`src/rtl/pwm_pkg.sv`:
```
// -----------------------------------------------------------------------------
// pwm_pkg
// Shared definitions for the PWM configuration sequencer:
//   - channel count and duty width
//   - register-select codes carried in the command byte
//   - FSM state encoding and the decoded command record
// -----------------------------------------------------------------------------
package pwm_pkg;

  localparam int NUM_CH = 7;
  localparam int DUTY_W = 16;

  localparam logic [1:0] REG_DUTY = 2'b00;
  localparam logic [1:0] REG_CTRL = 2'b01;

  typedef enum logic [2:0] {
    IDLE    = 3'd0,
    CMD_CHK = 3'd1,
    WR_HI   = 3'd2,
    WR_LO   = 3'd3,
    COMMIT  = 3'd4,
    RD_HI   = 3'd5,
    RD_LO   = 3'd6
  } state_e;

  // Decoded command byte: bit7 write, bits4:2 channel, bits1:0 register.
  // Bits 6:5 carry no meaning and are not stored.
  typedef struct packed {
    logic       write;
    logic [2:0] chan;
    logic [1:0] sel;
  } cmd_t;

endpackage

```
`src/rtl/pwm_cfg_sequencer_if.sv`:
```
// -----------------------------------------------------------------------------
// pwm_cfg_sequencer_if
// Byte-level link between the SPI shifter and the configuration sequencer.
//
// Handshake: rx_valid is a one-cycle pulse qualifying rx_data in that cycle;
// there is no back-pressure, the sequencer takes every byte it is offered.
// tx_load is a one-cycle pulse qualifying tx_data in that cycle; the SPI
// block must capture tx_data whenever tx_load is high. cs_n high means no
// frame is in progress.
//
//   master : SPI block side  (drives rx_data, rx_valid, cs_n)
//   slave  : sequencer side  (drives tx_data, tx_load)
// -----------------------------------------------------------------------------
interface pwm_cfg_sequencer_if;

  logic [7:0] rx_data;
  logic       rx_valid;
  logic       cs_n;
  logic [7:0] tx_data;
  logic       tx_load;

  modport master (
    output rx_data,
    output rx_valid,
    output cs_n,
    input  tx_data,
    input  tx_load
  );

  modport slave (
    input  rx_data,
    input  rx_valid,
    input  cs_n,
    output tx_data,
    output tx_load
  );

endinterface

```
`src/rtl/pwm_chan_regs.sv`:
```
// -----------------------------------------------------------------------------
// pwm_chan_regs
// One PWM channel's register set: shadow duty/enable written by the
// sequencer, active duty/enable seen by the PWM generator, and a pending
// flag that moves shadow to active on the next period wrap.
//
// Ports:
//   sys_clk, rst          clock, asynchronous active-high reset
//   wr_duty_i             one-cycle strobe: shadow duty <= wdata_i
//   wr_ctrl_i             one-cycle strobe: shadow enable <= wdata_i[0]
//   wdata_i               write data {hi, lo}
//   wrap_i                PWM counter wrapped to 0 this cycle
//   shadow_duty_o/en_o    shadow values (readback path)
//   active_duty_o/en_o    active values (PWM generator)
//   pending_o             shadow holds an update not yet made active
// -----------------------------------------------------------------------------
module pwm_chan_regs
  import pwm_pkg::*;
(
  input  logic              sys_clk,
  input  logic              rst,
  input  logic              wr_duty_i,
  input  logic              wr_ctrl_i,
  input  logic [DUTY_W-1:0] wdata_i,
  input  logic              wrap_i,
  output logic [DUTY_W-1:0] shadow_duty_o,
  output logic              shadow_en_o,
  output logic [DUTY_W-1:0] active_duty_o,
  output logic              active_en_o,
  output logic              pending_o
);

  logic [DUTY_W-1:0] shadow_duty_q, shadow_duty_d;
  logic              shadow_en_q, shadow_en_d;
  logic [DUTY_W-1:0] active_duty_q, active_duty_d;
  logic              active_en_q, active_en_d;
  logic              pending_q, pending_d;

  // A write landing in the same cycle as a wrap is folded into that wrap:
  // the active copy is taken from the post-write shadow and pending ends
  // clear, so no update is ever left waiting a whole extra period.
  always_comb begin
    shadow_duty_d = wr_duty_i ? wdata_i : shadow_duty_q;
    shadow_en_d   = wr_ctrl_i ? wdata_i[0] : shadow_en_q;
    pending_d     = pending_q | wr_duty_i | wr_ctrl_i;
    active_duty_d = active_duty_q;
    active_en_d   = active_en_q;
    if (wrap_i && pending_d) begin
      active_duty_d = shadow_duty_d;
      active_en_d   = shadow_en_d;
      pending_d     = 1'b0;
    end
  end

  always_ff @(posedge sys_clk or posedge rst) begin
    if (rst) begin
      shadow_duty_q <= '0;
      shadow_en_q   <= 1'b0;
      active_duty_q <= '0;
      active_en_q   <= 1'b0;
      pending_q     <= 1'b0;
    end else begin
      shadow_duty_q <= shadow_duty_d;
      shadow_en_q   <= shadow_en_d;
      active_duty_q <= active_duty_d;
      active_en_q   <= active_en_d;
      pending_q     <= pending_d;
    end
  end

  assign shadow_duty_o = shadow_duty_q;
  assign shadow_en_o   = shadow_en_q;
  assign active_duty_o = active_duty_q;
  assign active_en_o   = active_en_q;
  assign pending_o     = pending_q;

endmodule

```
`src/rtl/pwm_cfg_sequencer.sv`:
```
// -----------------------------------------------------------------------------
// pwm_cfg_sequencer
// Decodes three-byte SPI frames (command, data hi, data lo) into writes and
// reads of per-channel PWM shadow registers. Shadow values become active on
// the first period wrap after the write commits.
//
// Ports:
//   sys_clk, rst      clock, asynchronous active-high reset
//   spi               byte link to the SPI block (slave side)
//   period_wrap       shared PWM counter wrapped to 0 this cycle
//   duty              active duty, channel n at [16n+15:16n]
//   ch_en             active enable per channel
//   busy              FSM not in IDLE
//   err               one-cycle pulse on bad command or aborted frame
//   dbg_state_o       current FSM state
//   dbg_pending_o     per-channel pending flags
// -----------------------------------------------------------------------------
module pwm_cfg_sequencer
  import pwm_pkg::*;
(
  input  logic                     sys_clk,
  input  logic                     rst,
  pwm_cfg_sequencer_if.slave       spi,
  input  logic                     period_wrap,
  output logic [NUM_CH*DUTY_W-1:0] duty,
  output logic [NUM_CH-1:0]        ch_en,
  output logic                     busy,
  output logic                     err,
  output state_e                   dbg_state_o,
  output logic [NUM_CH-1:0]        dbg_pending_o
);

  state_e      state_q, state_d;
  cmd_t        cmd_q, cmd_d;
  logic [7:0]  hi_q, hi_d;
  logic [7:0]  lo_q, lo_d;
  logic [7:0]  tx_data_q, tx_data_d;
  logic        tx_load_q, tx_load_d;
  logic        err_q, err_d;

  logic        wr_duty_stb;
  logic        wr_ctrl_stb;
  logic        abort;
  logic [15:0] rd_word;

  logic [DUTY_W-1:0] shadow_duty [NUM_CH];
  logic [NUM_CH-1:0] shadow_en;

  // cs_n rising mid-frame abandons the frame. COMMIT is exempt: the data is
  // already complete, so the write is allowed to finish.
  assign abort = spi.cs_n && (state_q != IDLE) && (state_q != COMMIT);

  // Readback word for the addressed channel. Channel 7 never reaches a read
  // state, so the all-zero default is never presented.
  always_comb begin
    rd_word = '0;
    for (int i = 0; i < NUM_CH; i++) begin
      if (cmd_q.chan == 3'(i)) begin
        rd_word = (cmd_q.sel == REG_CTRL) ? {15'b0, shadow_en[i]} : shadow_duty[i];
      end
    end
  end

  always_comb begin
    state_d     = state_q;
    cmd_d       = cmd_q;
    hi_d        = hi_q;
    lo_d        = lo_q;
    tx_data_d   = tx_data_q;
    tx_load_d   = 1'b0;
    err_d       = 1'b0;
    wr_duty_stb = 1'b0;
    wr_ctrl_stb = 1'b0;

    if (abort) begin
      state_d = IDLE;
      err_d   = 1'b1;
    end else begin
      unique case (state_q)
        IDLE: begin
          if (spi.rx_valid && !spi.cs_n) begin
            cmd_d.write = spi.rx_data[7];
            cmd_d.chan  = spi.rx_data[4:2];
            cmd_d.sel   = spi.rx_data[1:0];
            state_d     = CMD_CHK;
          end
        end
        CMD_CHK: begin
          if ((cmd_q.chan >= 3'(NUM_CH)) || cmd_q.sel[1]) begin
            err_d   = 1'b1;
            state_d = IDLE;
          end else if (cmd_q.write) begin
            state_d = WR_HI;
          end else begin
            // First read byte is queued now so it is ready before the
            // master clocks in the dummy byte.
            tx_data_d = rd_word[15:8];
            tx_load_d = 1'b1;
            state_d   = RD_HI;
          end
        end
        WR_HI: begin
          if (spi.rx_valid) begin
            hi_d    = spi.rx_data;
            state_d = WR_LO;
          end
        end
        WR_LO: begin
          if (spi.rx_valid) begin
            lo_d    = spi.rx_data;
            state_d = COMMIT;
          end
        end
        COMMIT: begin
          wr_duty_stb = (cmd_q.sel == REG_DUTY);
          wr_ctrl_stb = (cmd_q.sel == REG_CTRL);
          state_d     = IDLE;
        end
        RD_HI: begin
          if (spi.rx_valid) begin
            tx_data_d = rd_word[7:0];
            tx_load_d = 1'b1;
            state_d   = RD_LO;
          end
        end
        RD_LO: begin
          if (spi.rx_valid) begin
            state_d = IDLE;
          end
        end
        default: begin
          state_d = IDLE;
        end
      endcase
    end
  end

  always_ff @(posedge sys_clk or posedge rst) begin
    if (rst) begin
      state_q   <= IDLE;
      cmd_q     <= '0;
      hi_q      <= 8'h00;
      lo_q      <= 8'h00;
      tx_data_q <= 8'h00;
      tx_load_q <= 1'b0;
      err_q     <= 1'b0;
    end else begin
      state_q   <= state_d;
      cmd_q     <= cmd_d;
      hi_q      <= hi_d;
      lo_q      <= lo_d;
      tx_data_q <= tx_data_d;
      tx_load_q <= tx_load_d;
      err_q     <= err_d;
    end
  end

  for (genvar g = 0; g < NUM_CH; g++) begin : g_ch
    logic              sel_ch;
    logic [DUTY_W-1:0] active_duty;

    assign sel_ch = (cmd_q.chan == 3'(g));

    pwm_chan_regs u_regs (
      .sys_clk       (sys_clk),
      .rst           (rst),
      .wr_duty_i     (wr_duty_stb && sel_ch),
      .wr_ctrl_i     (wr_ctrl_stb && sel_ch),
      .wdata_i       ({hi_q, lo_q}),
      .wrap_i        (period_wrap),
      .shadow_duty_o (shadow_duty[g]),
      .shadow_en_o   (shadow_en[g]),
      .active_duty_o (active_duty),
      .active_en_o   (ch_en[g]),
      .pending_o     (dbg_pending_o[g])
    );

    assign duty[g*DUTY_W +: DUTY_W] = active_duty;
  end

  assign spi.tx_data  = tx_data_q;
  assign spi.tx_load  = tx_load_q;
  assign busy         = (state_q != IDLE);
  assign err          = err_q;
  assign dbg_state_o  = state_q;

endmodule

```
`src/flat_wrapper.sv`:
```
// flat-port wrapper written by rule: the top's interface ports become plain ports
module pwm_cfg_sequencer_flat import pwm_pkg::*;
  (sys_clk, rst, period_wrap, duty, ch_en, busy, err, dbg_state_o, dbg_pending_o, spi_rx_data, spi_rx_valid, spi_cs_n, spi_tx_data, spi_tx_load);
  pwm_cfg_sequencer_if spi_i ();
  input  logic sys_clk;
  input  logic rst;
  input  logic period_wrap;
  output logic [NUM_CH*DUTY_W-1:0] duty;
  output logic [NUM_CH-1:0] ch_en;
  output logic busy;
  output logic err;
  output state_e dbg_state_o;
  output logic [NUM_CH-1:0] dbg_pending_o;
  input wire logic [$bits(spi_i.rx_data)-1:0] spi_rx_data;
  input wire logic [$bits(spi_i.rx_valid)-1:0] spi_rx_valid;
  input wire logic [$bits(spi_i.cs_n)-1:0] spi_cs_n;
  output wire logic [$bits(spi_i.tx_data)-1:0] spi_tx_data;
  output wire logic [$bits(spi_i.tx_load)-1:0] spi_tx_load;
  assign spi_i.rx_data = spi_rx_data;
  assign spi_i.rx_valid = spi_rx_valid;
  assign spi_i.cs_n = spi_cs_n;
  assign spi_tx_data = spi_i.tx_data;
  assign spi_tx_load = spi_i.tx_load;
  pwm_cfg_sequencer u_core (.sys_clk(sys_clk), .rst(rst), .spi(spi_i), .period_wrap(period_wrap), .duty(duty), .ch_en(ch_en), .busy(busy), .err(err), .dbg_state_o(dbg_state_o), .dbg_pending_o(dbg_pending_o));
endmodule
```
`config.mk`:
```
export PLATFORM = sky130hd
export DESIGN_NAME = pwm_cfg_sequencer_flat
export DESIGN_NICKNAME = d
export VERILOG_FILES = /design/src/rtl/pwm_pkg.sv /design/src/rtl/pwm_cfg_sequencer_if.sv /design/src/rtl/pwm_chan_regs.sv /design/src/rtl/pwm_cfg_sequencer.sv /design/src/flat_wrapper.sv
export SDC_FILE = /design/constraint.sdc
export NUM_CORES = 1
export LEC_CHECK = 0
export BUFFER_PORTS_ARGS = -buffer_cell sky130_fd_sc_hd__buf_2
export CAP_MARGIN = 20
export CORE_MARGIN = 3
export CORE_UTILIZATION = 50
export CTS_CLUSTER_DIAMETER = 40
export DETAILED_ROUTE_END_ITERATION = 10
export PLACE_DENSITY = 0.7
export SYNTH_ARGS = -nofsm -noshare
export SYNTH_HDL_FRONTEND = slang
export SYNTH_SLANG_ARGS = --single-unit
```
`constraint.sdc`:
```
create_clock -name sys_clk -period 11.8 [get_ports sys_clk]
set_clock_uncertainty 0.1 [all_clocks]
set_input_delay 2.36 -clock sys_clk [delete_from_list [all_inputs] [get_ports sys_clk]]
set_output_delay 2.36 -clock sys_clk [all_outputs]
set_load 0.1 [all_outputs]
```
# After elaboration in Yosys (flattened, before gate mapping)
# Cells that the tools add are included.
[word_totals]
word_cells = 178
out_inout_bits = 140
input_bits = 13
reg_bits = 280
[classes]
eq_ne = 22
bitwise = 15
reduce_logical = 36
order_cmp = 1
n_mux = 60
[op_table]
columns = ["op", "n"]
rows = [
  ["16-bit 2-to-1 mux", 21],
  ["1-bit 2-to-1 mux", 25],
  ["1-bit logical AND", 24],
  ["3-bit 2-to-1 mux", 8],
  ["8-bit 2-to-1 mux", 3],
  ["3-bit == test (second input constant)", 6],
  ["3-bit one-hot mux with 6 select lines", 1],
  ["8-bit one-hot mux with 2 select lines", 1],
  ["1-bit bitwise OR", 14],
  ["3-bit by 2-bit == test with 1-bit output (second input constant)", 4],
  ["3-bit by 2-bit != test with 1-bit output (second input constant)", 4],
  ["5-bit AND reduction", 2],
  ["3-bit AND reduction", 3],
  ["3-bit by 1-bit == test with 1-bit output (second input constant)", 2],
  ["3-bit zero test", 2],
  ["2-bit != test (second input constant)", 3],
  ["3-bit >= comparator (second input constant)", 1],
  ["3-bit by 1-bit != test with 1-bit output (second input constant)", 1],
  ["3-bit != test (second input constant)", 1],
  ["3-bit nonzero test", 1],
  ["2-bit by 1-bit == test with 1-bit output (second input constant)", 1],
  ["2-bit zero test", 1],
  ["1-bit one-hot mux with 2 select lines", 1],
  ["2-bit nonzero test", 1],
  ["3 further kinds", 3],
]

# Longest topological paths before layout
# Gate-level depths: netlist (run 1).
[logic_depth]
depth_word = 12
mapped_depth = 9
depth_no_buf = 6

# By module
# Synthesis (run 1) repeated with hierarchy kept, for this count alone.
[unflattened]
cells_unflattened = 806
area_unflattened_um2 = 12234.2
[modules_own_cells]
columns = ["module", "area_each_um2", "instances", "cells_each"]
rows = [
  ["pwm_chan_regs", 1365.1, 7, 77],
  ["pwm_cfg_sequencer", 2678.8, 1, 267],
]

# Least setup slack after synthesis (run 1)
# No wires, ideal clock.
[synth_timing]
path_kind = "reg-to-output"
start = "reg u_core.state_q[1] (netlist: u_core.dbg_state_o[1])"
end = "out busy"
path_buffers = 1
path_slack_ps = 7295
t_required_ps = 9340
t_arrival_ps = 2045
stages_incl_launch_ff = 3
cell_sequence = "dfrtp_1 > clkbuf_1 > or3_1"
[synth_via]
elab_chain_cells = 1
[synth_lines]
columns = ["item", "line_no", "rtl"]
rows = [
  ["start: declaration", "pwm_cfg_sequencer.sv:33", "state_e state_q, state_d;"],
  ["start signal: assignment", "pwm_cfg_sequencer.sv:148", "state_q <= state_d;"],
  ["3-bit nonzero test", "pwm_cfg_sequencer.sv:183", "assign busy = (state_q != IDLE);"],
  ["end: declaration", "flat_wrapper.sv:10", "output logic busy;"],
]
# Every way passes these cells.

# Final worst setup path (run 1)
# Same ends and word-level chain as after synthesis.

==> impl_metrics.ini, run 1 <==
[critical_path]
r2r_slack_ns = 8.31
required_ns = 9.34
critPathMaxFanout = 14
r2r-start = u_core.cmd_q[4]
r2r_cells = 7
worst-setup-path-type = register to primary output
worstReg2RegEnd = u_core.spi.tx_data[6]
arrival_ns = 1.75
endpoint_kind = primary output
start_kind = register

[logic_synthesis]
synth.top_cells.by_count = dfrtp_1 (280), mux2_2 (259), nand2_1 (36), nor2_1 (32), o21ai_0 (26)
synth_nets = 865
synth_cells = 852
synth.yosys.warnings = 0
postSynthAreaPerCell_sq_um = 14.0
async_reset_ff_share_pct = 100
synth_cell_types = 47
netlist_area_sq_um = 11900
synth-seq-cells = 280
synthTopCellsByArea = dfrtp_1 (59%), mux2_2 (24%), mux2i_1 (1.7%)
synth_ff_type = dfrtp_1
netlist.area_leader.share_pct = 58.8
post-synth-top-count-cell = dfrtp_1
synth_edf_count = 0
yosys.area.top_type = dfrtp_1
synth_seq_area_share_pct = 58.8

[cells_and_area]
fin_nets = 1005
drive_above_1_share_pct = 49.2
syn2layout_area_growth_pct = 19.7
multi_input_area_sq_um = 4540
diodes = 0
fill_cells = 1810
register_area_sq_um = 7010

[floorplanning]
start_util_pct = 51.7
die_area_sq_um = 25700
die_h_um = 160
fp.coreArea_sq_um = 23100
die_w_um = 160
ioPinCount = 153
rows = 55

[place]
place_congestion = 0.867
io_buffers = 152
hpwl_um = 20900

[worst_hold_path]
holdPathEnd = u_core.g_ch[6].u_regs.active_duty_o[15]
hold_start = u_core.g_ch[6].u_regs.active_duty_o[15]
hold_depth = 1
holdCritPathClass = register to register

[cts]
cts-root-buf = clkbuf_16
cts_tree = built
h-tree-depth = 2
post_cts_buffers = 0
cts_sinks = 280
clk_path_buf_depth = 3
cts-resized-gates = 0
cts_made_buffers = 40
clkLatencyLatePin_ns = 0.52
clk_pin_slew_ns = 0.06
ctsHoldBuffers = 0

[power_and_ir_drop]
power.density_nw_per_um2 = 187
vdd_drop_max_uv = 118
leakage_nw = 7.52

[run_status]
status = completed

[sta]
grt_setup_unrepaired = no
tns_ns = 0
holdWs_ns = 0.398
max_slew.worst_pin.slew_ns = 1.02
fin_crit_sh_pct = 35.7
slew_headroom_pct = 31.8
fin_crit_ns = 4.21
finalSetupViolCount = 0
slew_violations = 0
fmax_mhz = 237
hold_violations = 0

[route]
dr.pass1.iters = 5
drc = 0
wirelength_um = 30900
drtIter0Drc = 711
wl_per_cell_um = 23.1
num_vias = 7733
via_per_inst = 5.78
ant_nets = 0

[global_route]
grt_pass1_wl_um = 48100
gr-usage-met3_pct = 4.18
grt_usage_pct = 24.1
grt-busiest-layer = met1
use_met2_pct = 35.0
met1_usage_pct = 37.5
grt_max_degree = 132
gr-total-overflow = 0
antenna_found_initial = 0
grt_pass1_vias = 7762

[run]
drv_cap = 0
-- flip-flops by register name, indices dropped and copies added, names as in the netlist, 3 cells and up --
| register | count |
|---|---|
| u_core.cmd_q | 6 |
| u_core.dbg_state_o | 3 |
| u_core.g_ch.u_regs.active_duty_o | 112 |
| u_core.g_ch.u_regs.active_en_o | 7 |
| u_core.g_ch.u_regs.pending_o | 7 |
| u_core.g_ch.u_regs.shadow_duty_o | 112 |
| u_core.g_ch.u_regs.shadow_en_o | 7 |
| u_core.hi_q | 8 |
| u_core.lo_q | 8 |
| u_core.spi.tx_data | 8 |
-- area by class of cell --
| cell class | instances | share of cell area, % |
|---|---|---|
| timing repair buffer | 161 | 5.83 |
| inverter | 7 | 0.237 |
| tap | 313 | 2.74 |
| clock inverter | 25 | 2.50 |
| clock buffer | 49 | 7.83 |
| sequential | 280 | 49.1 |
| multi-input combinational | 502 | 31.8 |
-- logic make-up after synthesis --
| family | count (synthesis) | synth area share (%) |
|---|---|---|
| AO/OA/AOI/OAI | 105 | 5.95 |
| buffers and inverters | 70 | 3.17 |
| flip-flops | 280 | 58.8 |
| multiplexers | 287 | 27.2 |
| AND/OR/NAND/NOR | 110 | 4.94 |
-- metrics by stage --
| step | total power [mW] | utilization [%] | std cells | instance area, sq um | setup WS (ns) |
|---|---|---|---|---|---|
| floorplan | 1.30 | - | 852 | 11900 | 1.62 |
| global placement | 1.40 | 55.5 | 1262 | 12800 | 7.43 |
| detailed placement | 1.40 | 55.5 | 1262 | 12800 | 7.42 |
| CTS | 2.69 | 61.9 | 1336 | 14300 | 7.58 |
| global route | 2.76 | 61.9 | 1337 | 14300 | 7.51 |
| finish | 2.68 | 61.9 | 1337 | 14300 | 7.59 |
-- critical path: stages, from the launching register on --
cell     delay, ns
dfrtp_1       0.54
or3_1         0.40
buf_2         0.29
-- report_power, final --
| part | internal (mW) | switching [mW] | leakage (nW) | total, mW |
|---|---|---|---|---|
| Sequential | 0.994 | 0.0554 | 3.89 | 1.05 |
| Combinational | 0.0835 | 0.260 | 2.91 | 0.343 |
| Clock | 0.821 | 0.462 | 0.718 | 1.28 |
-- placed cells by master (no fill, tap or decap), types with 5 or more instances in the layout --
| cell | instances |
|---|---|
| a221o_1 | 6 |
| o21ai_0 | 26 |
| bufinv_16 | 6 |
| nand2b_1 | 8 |
| a22o_1 | 7 |
| clkbuf_16 | 42 |
| mux2_1 | 5 |
| buf_4 | 8 |
| a32o_1 | 5 |
| nor2_1 | 32 |
| nand2_1 | 36 |
| a22oi_1 | 7 |
| a31oi_1 | 5 |
| nor2b_1 | 7 |
| mux2_2 | 259 |
| mux2i_1 | 20 |
| inv_1 | 6 |
| dfrtp_1 | 279 |
| buf_2 | 152 |
| inv_6 | 5 |
| a21oi_1 | 24 |
-- worst max path at each step --
stage | from | end | slack (ns) | cells past startpoint
finish | u_core.dbg_state_o[1] | busy | 7.59 | 2
global route | u_core.dbg_state_o[1] | busy | 7.51 | 2
CTS | u_core.dbg_state_o[1] | busy | 7.58 | 2
detailed placement | rst | u_core.cmd_q[4] | 7.42 | 3
global placement | rst | u_core.cmd_q[4] | 7.43 | 3
floorplan | rst | u_core.cmd_q[0] | 1.62 | 1
-- metal layers --
metal,wire (um),part of all wire (%)
met5,0,0
met4,643,2.1
met2,13700,45
met1,14500,47
met3,1980,6.4
(Power assumes the default switching activity.)
==> run 2: changes to the inputs <==
--- a/config.mk
+++ b/config.mk
@@ -5,13 +5,14 @@
 export SDC_FILE = /design/constraint.sdc
 export NUM_CORES = 1
 export LEC_CHECK = 0
+export ABC_AREA = 1
 export BUFFER_PORTS_ARGS = -buffer_cell sky130_fd_sc_hd__buf_2
 export CAP_MARGIN = 20
 export CORE_MARGIN = 3
 export CORE_UTILIZATION = 50
 export CTS_CLUSTER_DIAMETER = 40
 export DETAILED_ROUTE_END_ITERATION = 10
-export PLACE_DENSITY = 0.7
+export PLACE_DENSITY = 0.71
 export SYNTH_ARGS = -nofsm -noshare
 export SYNTH_HDL_FRONTEND = slang
 export SYNTH_SLANG_ARGS = --single-unit
==> constraint.sdc (replaced) <==
create_clock -name sys_clk -period 4.3 [get_ports sys_clk]
set_clock_uncertainty 0.1 [all_clocks]
set_input_delay 0.86 -clock sys_clk [delete_from_list [all_inputs] [get_ports sys_clk]]
set_output_delay 0.86 -clock sys_clk [all_outputs]
set_load 0.1 [all_outputs]
==> run 2 against run 1 <==
Total power grew to 3.6 times the previous value. Sequential share of layout area rose by 1.7 points. Combinational power grew to 9.0 times the previous value. First-iteration DRC count up 55%. Critical endpoint is now u_core.g_ch[3].u_regs.active_duty_o[9]. Highest routed layer unchanged.
==> impl_metrics.ini, run 2 <==
[cts]
clk_path_buf_depth = 3
cts_made_buffers = 34
cts_sinks = 280
cts-root-buf = clkbuf_16
h-tree-depth = 2
cts-resized-gates = 0
ctsHoldBuffers = 0
clkLatencyLatePin_ns = 0.52
cts_tree = built
clk_pin_slew_ns = 0.06
post_cts_buffers = 0

[route]
num_vias = 9677
ant_nets = 0
drtIter0Drc = 1103
wirelength_um = 33400
via_per_inst = 5.20
drc = 0
dr.pass1.iters = 6
wl_per_cell_um = 17.9

[power_and_ir_drop]
power_mw = 9.60
p_sw_mw = 4.07
combPwrFrac_pct = 32.2
vdd_drop_max_uv = 319
p_int_mw = 5.52
leakage_nw = 7.58
seqPwrFrac_pct = 36.8
p_clk_share_pct = 31.0
power.density_nw_per_um2 = 696
p_sw_share_pct = 42.5

[sta]
fin_crit_ns = 3.13
slew_violations = 0
fmax_mhz = 320
fin_crit_sh_pct = 72.8
max_slew.worst_pin.slew_ns = 0.960
slew_headroom_pct = 35.8
holdWs_ns = 0.344
grt_setup_unrepaired = no
hold_violations = 0
finalSetupViolCount = 0

[run_status]
status = completed

[global_route]
gr-total-overflow = 0
grt_usage_pct = 26.6
use_met2_pct = 41.0
met1_usage_pct = 38.7
grt_pass1_vias = 9326
antenna_found_initial = 0
gr-usage-met3_pct = 5.39
grt_pass1_wl_um = 53000
grt_max_degree = 105
grt-busiest-layer = met2

[worst_hold_path]
holdCritPathClass = input port to asynchronous set/reset pin

[logic_synthesis]
synth-seq-cells = 280
post-synth-top-count-cell = nand2_1
synth.top_cells.by_count = nand2_1 (638), dfrtp_1 (280), o21ai_0 (152), inv_1 (69), nor2_1 (54)
yosys.area.top_type = dfrtp_1
netlist_area_sq_um = 11700
async_reset_ff_share_pct = 100
synth_nets = 1406
synth_seq_area_share_pct = 59.9
synth_cells = 1393
synth_edf_count = 0
synth_cell_types = 23
synth_ff_type = dfrtp_1
synth.yosys.warnings = 0
synthTopCellsByArea = dfrtp_1 (60%), nand2_1 (20%), o21ai_0 (6.5%)
postSynthAreaPerCell_sq_um = 8.40
netlist.area_leader.share_pct = 59.9

[place]
place_congestion = 0.956
io_buffers = 152
hpwl_um = 22700

[cells_and_area]
multi_input_area_sq_um = 4030
drive_above_1_share_pct = 15.8
mostFrequentLayoutCell = nand2_1
syn2layout_area_growth_pct = 17.8
fin_nets = 1537
final_cell_mix = nand2_1 (638), dfrtp_1 (280), o21ai_0 (152), buf_2 (152), inv_1 (68)
fill_cells = 2042
register_area_sq_um = 7010
diodes = 0

[floorplanning]
start_util_pct = 51.2
die_w_um = 159
rows = 55
die_h_um = 159
ioPinCount = 153
die_area_sq_um = 25300
fp.coreArea_sq_um = 22800

[critical_path]
path_cells = inv_2 > nand3_1 > inv_1 > nand2_1 > nand3b_1 > nand2_2 > clkinv_2 > nand2_1 > nand2_1
worst-setup-path-type = register to register
arrival_ns = 3.48
critPathMaxStageDelay_ns = 0.58
critPathMaxFanout = 33
required_ns = 4.65
endpoint_kind = register
cp_top_family = simple AND/OR/NAND/NOR gates
start_kind = register
cp_slowest_cell = nand2_1
crit_buf_inv = 3
cpMostUsedCell = nand2_1

[run]
drv_cap = 0
==> run 2: cell count changes in the layout (fill, tap and decap cells not counted), moves of 14 or more <==
cell	previous run	this run
nand2_1	36	638
mux2_2	259	0
o21ai_0	26	152
inv_1	6	68
nand3_1	4	50
nor2_1	32	54
mux2i_1	20	0
nor3_1	3	17
==> run 2: worst paths after layout <==
path	from	end	slack, ns	cells after the start
max reg2reg	u_core.cmd_q[4]	u_core.g_ch[3].u_regs.active_duty_o[9]	1.17	9
min reg2reg	u_core.g_ch[2].u_regs.active_duty_o[6]	u_core.g_ch[2].u_regs.active_duty_o[6]	0.37	2
min	rst	u_core.hi_q[6]	0.34	2
max in group asynchronous	rst	u_core.g_ch[5].u_regs.active_duty_o[13]	2.81	3
max	u_core.cmd_q[4]	u_core.g_ch[3].u_regs.active_duty_o[9]	1.17	9
min in group sys_clk	u_core.g_ch[2].u_regs.active_duty_o[6]	u_core.g_ch[2].u_regs.active_duty_o[6]	0.37	2
==> run 2: cells by family after synthesis <==
group / Yosys count / share of synthesized area, %
buffers and inverters: 146 / 5.68
flip-flops: 280 / 59.9
AND/OR/NAND/NOR: 781 / 26.5
AO/OA/AOI/OAI: 186 / 8.00
==> run 2: power groups by stage <==
stage | clock, mW | combinational, mW | sequential, mW
detailed placement | 0 | 3.05 | 3.55
floorplan | 0 | 1.42 | 4.30
global placement | 0 | 3.03 | 3.53
global route | 3.13 | 3.32 | 3.59
CTS | 3.01 | 3.08 | 3.51
finish | 2.98 | 3.09 | 3.53
==> run 2: area by class of cell <==
| class | count | share of cell area [%] |
|---|---|---|
| Clock buffer | 44 | 7.03 |
| Clock inverter | 17 | 1.55 |
| Inverter | 77 | 2.16 |
| Multi-Input combinational cell | 967 | 29.2 |
| Sequential cell | 280 | 50.8 |
| Tap cell | 313 | 2.84 |
| Timing Repair Buffer | 164 | 6.35 |
==> run 2: metrics by stage <==
| step | cells | TNS, ns | utilization [%] | cell area [sq um] | setup slack (ns) |
|---|---|---|---|---|---|
| after global routing | 1862 | 0 | 60.4 | 13800 | 0.740 |
| after detailed placement | 1801 | 0 | 55.2 | 12600 | 1.23 |
| after global placement | 1801 | 0 | 55.2 | 12600 | 1.31 |
| after floorplan | 1393 | -102.85 | - | 11700 | -0.367 |
| final | 1862 | 0 | 60.4 | 13800 | 1.17 |
| after CTS | 1862 | 0 | 60.4 | 13800 | 1.21 |
==> run 2: metal layers <==
layer  vias up  routed length (um)
met3        70                2490
met2       424               14800
met5         -                   0
met1      4551               15100
met4         0                 929
li1       4632                   -
==> run 3: changes to the inputs <==
==> constraint.sdc (replaced) <==
create_clock -name sys_clk -period 3.1 [get_ports sys_clk]
set_clock_uncertainty 0.1 [all_clocks]
set_input_delay 0.62 -clock sys_clk [delete_from_list [all_inputs] [get_ports sys_clk]]
set_output_delay 0.62 -clock sys_clk [all_outputs]
set_load 0.1 [all_outputs]
==> run 3 against run 2 <==
Sequential power increased by 38%. Combinational power rose by 43%. Clock power is 42% higher. Wire length grew 1.6%. Largest cell class unchanged. Highest routed layer unchanged.
==> impl_metrics.ini, run 3 (synthesized netlist as in run 2, its figures left out) <==
[floorplanning]
ioPinCount = 153
fp.coreArea_sq_um = 22800
start_util_pct = 51.2
die_w_um = 159
die_h_um = 159
rows = 55
die_area_sq_um = 25300

[cts]
clk_pin_slew_ns = 0.06
cts_sinks = 280
h-tree-depth = 2
clk_path_buf_depth = 3
cts_tree = built
cts-root-buf = clkbuf_16
clkLatencyLatePin_ns = 0.52
post_cts_buffers = 0
ctsHoldBuffers = 0
cts_made_buffers = 36
cts-resized-gates = 0

[sta]
grt_setup_unrepaired = no
hold_violations = 0
fin_crit_sh_pct = 87.1
slew_headroom_pct = 45.3
max_slew.worst_pin.slew_ns = 0.817
fin_crit_ns = 2.70
finalSetupViolCount = 0
fmax_mhz = 370
tns_ns = 0
slew_violations = 0

[critical_path]
start_kind = register
path_cells = nor2_1 > nand2_1 > nor2_1 > nand2_1 > nand3b_1 > nand2_2 > clkinv_2 > nand2_1 > nand2_1
r2r_cells = 9
crit_buf_inv = 1
arrival_ns = 3.06
worst-setup-path-type = register to register
cpMostUsedCell = nand2_1
cp_slowest_cell = nor2_1
path_depth = 9
critPathMaxStageDelay_ns = 0.65
endpoint_kind = register
required_ns = 3.46
cp_top_family = simple AND/OR/NAND/NOR gates
critPathMaxFanout = 18

[route]
drtIter0Drc = 1041
route.met2.wl_um = 15000
ant_nets = 0
drc = 0
num_vias = 9809
route.met3.wl_um = 2790
wl_per_cell_um = 18.0
met1Wirelength_um = 14900
via_per_inst = 5.21
wirelength_um = 33900
dr.pass1.iters = 8
top_layer_used = met4

[cells_and_area]
mostFrequentLayoutCell = nand2_1
fin_nets = 1553
fin_area_sq_um = 14000
final_cell_mix = nand2_1 (638), dfrtp_1 (280), o21ai_0 (152), buf_2 (152), inv_1 (68)
syn2layout_area_growth_pct = 19.3
final_cells = 1881
diodes = 0
final_core_util_pct = 61.1
drive_above_1_share_pct = 16.6

[power_and_ir_drop]
power_mw = 13.5
leakage_nw = 7.68
vdd_drop_max_uv = 534
power.density_nw_per_um2 = 969

[global_route]
grt_max_degree = 66
grt_pass1_vias = 9343
antenna_found_initial = 0
gr-total-overflow = 0
grt_usage_pct = 27.0
grt_pass1_wl_um = 53600

[place]
io_buffers = 152
dp_cells = 1815
place_area_sq_um = 12700
hpwl_um = 23200
place_congestion = 0.967

[run]
drv_cap = 0

[worst_hold_path]
holdCritPathClass = input port to asynchronous set/reset pin

[run_status]
status = completed
[run 3: changes by cell type in the layout (fill, tap and decap cells not counted)]
| cell | delta |
|---|---|
| buf_12 | +2 |
| buf_4 | +12 |
| clkbuf_1 | +3 |
| clkbuf_16 | +2 |
| clkbuf_8 | -3 |
| clkinv_4 | +1 |
| inv_6 | +1 |
| inv_8 | +1 |
[run 3: report_power, final]
part,leakage [nW],switching (mW),total (mW),internal (mW)
clock,0.599,1.67,4.24,2.58
sequential,3.86,0.497,4.87,4.37
combinational,3.22,3.59,4.42,0.832
total,7.68,5.75,13.5,7.78
[run 3: area by class of cell]
type                    instances  area [sq um]
repair buffers                178          1010
flip-flops and latches        280          7010
clock inverters                20           243
inverters                      77           298
multi-input cells             967          4030
well taps                     313           392
fillers                      2031          8880
clock buffers                  46           990
[run 3: stage by stage]
step	worst slack, ns	hold WS [ns]
after floorplan	-1.33	0.350
after CTS	0.447	0.139
after global routing	0.207	0.167
final	0.400	0.130
after detailed placement	0.467	0.360
after global placement	0.553	0.358
[run 3: worst paths after layout]
check                                                        start                                      end  slack [ns]
setup reg to reg                             u_core.dbg_state_o[0]   u_core.g_ch[2].u_regs.active_duty_o[1]        0.40
hold reg to reg            u_core.g_ch[6].u_regs.active_duty_o[13]  u_core.g_ch[6].u_regs.active_duty_o[13]        0.37
setup / recovery                             u_core.dbg_state_o[0]   u_core.g_ch[2].u_regs.active_duty_o[1]        0.40
hold / removal                                                 rst                           u_core.hi_q[5]        0.13
max in group asynchronous                                      rst          u_core.g_ch[5].u_regs.pending_o        1.98
min in group sys_clk                                spi_rx_data[6]                           u_core.hi_q[6]        0.28
[run 3: per-layer routing]
metal / GRT usage [%] / vias to the layer above
li1: - / 4686
met1: 39.7 / 4593
met2: 40.3 / 446
met3: 4.86 / 84
met4: 10.4 / 0
met5: 0 / -
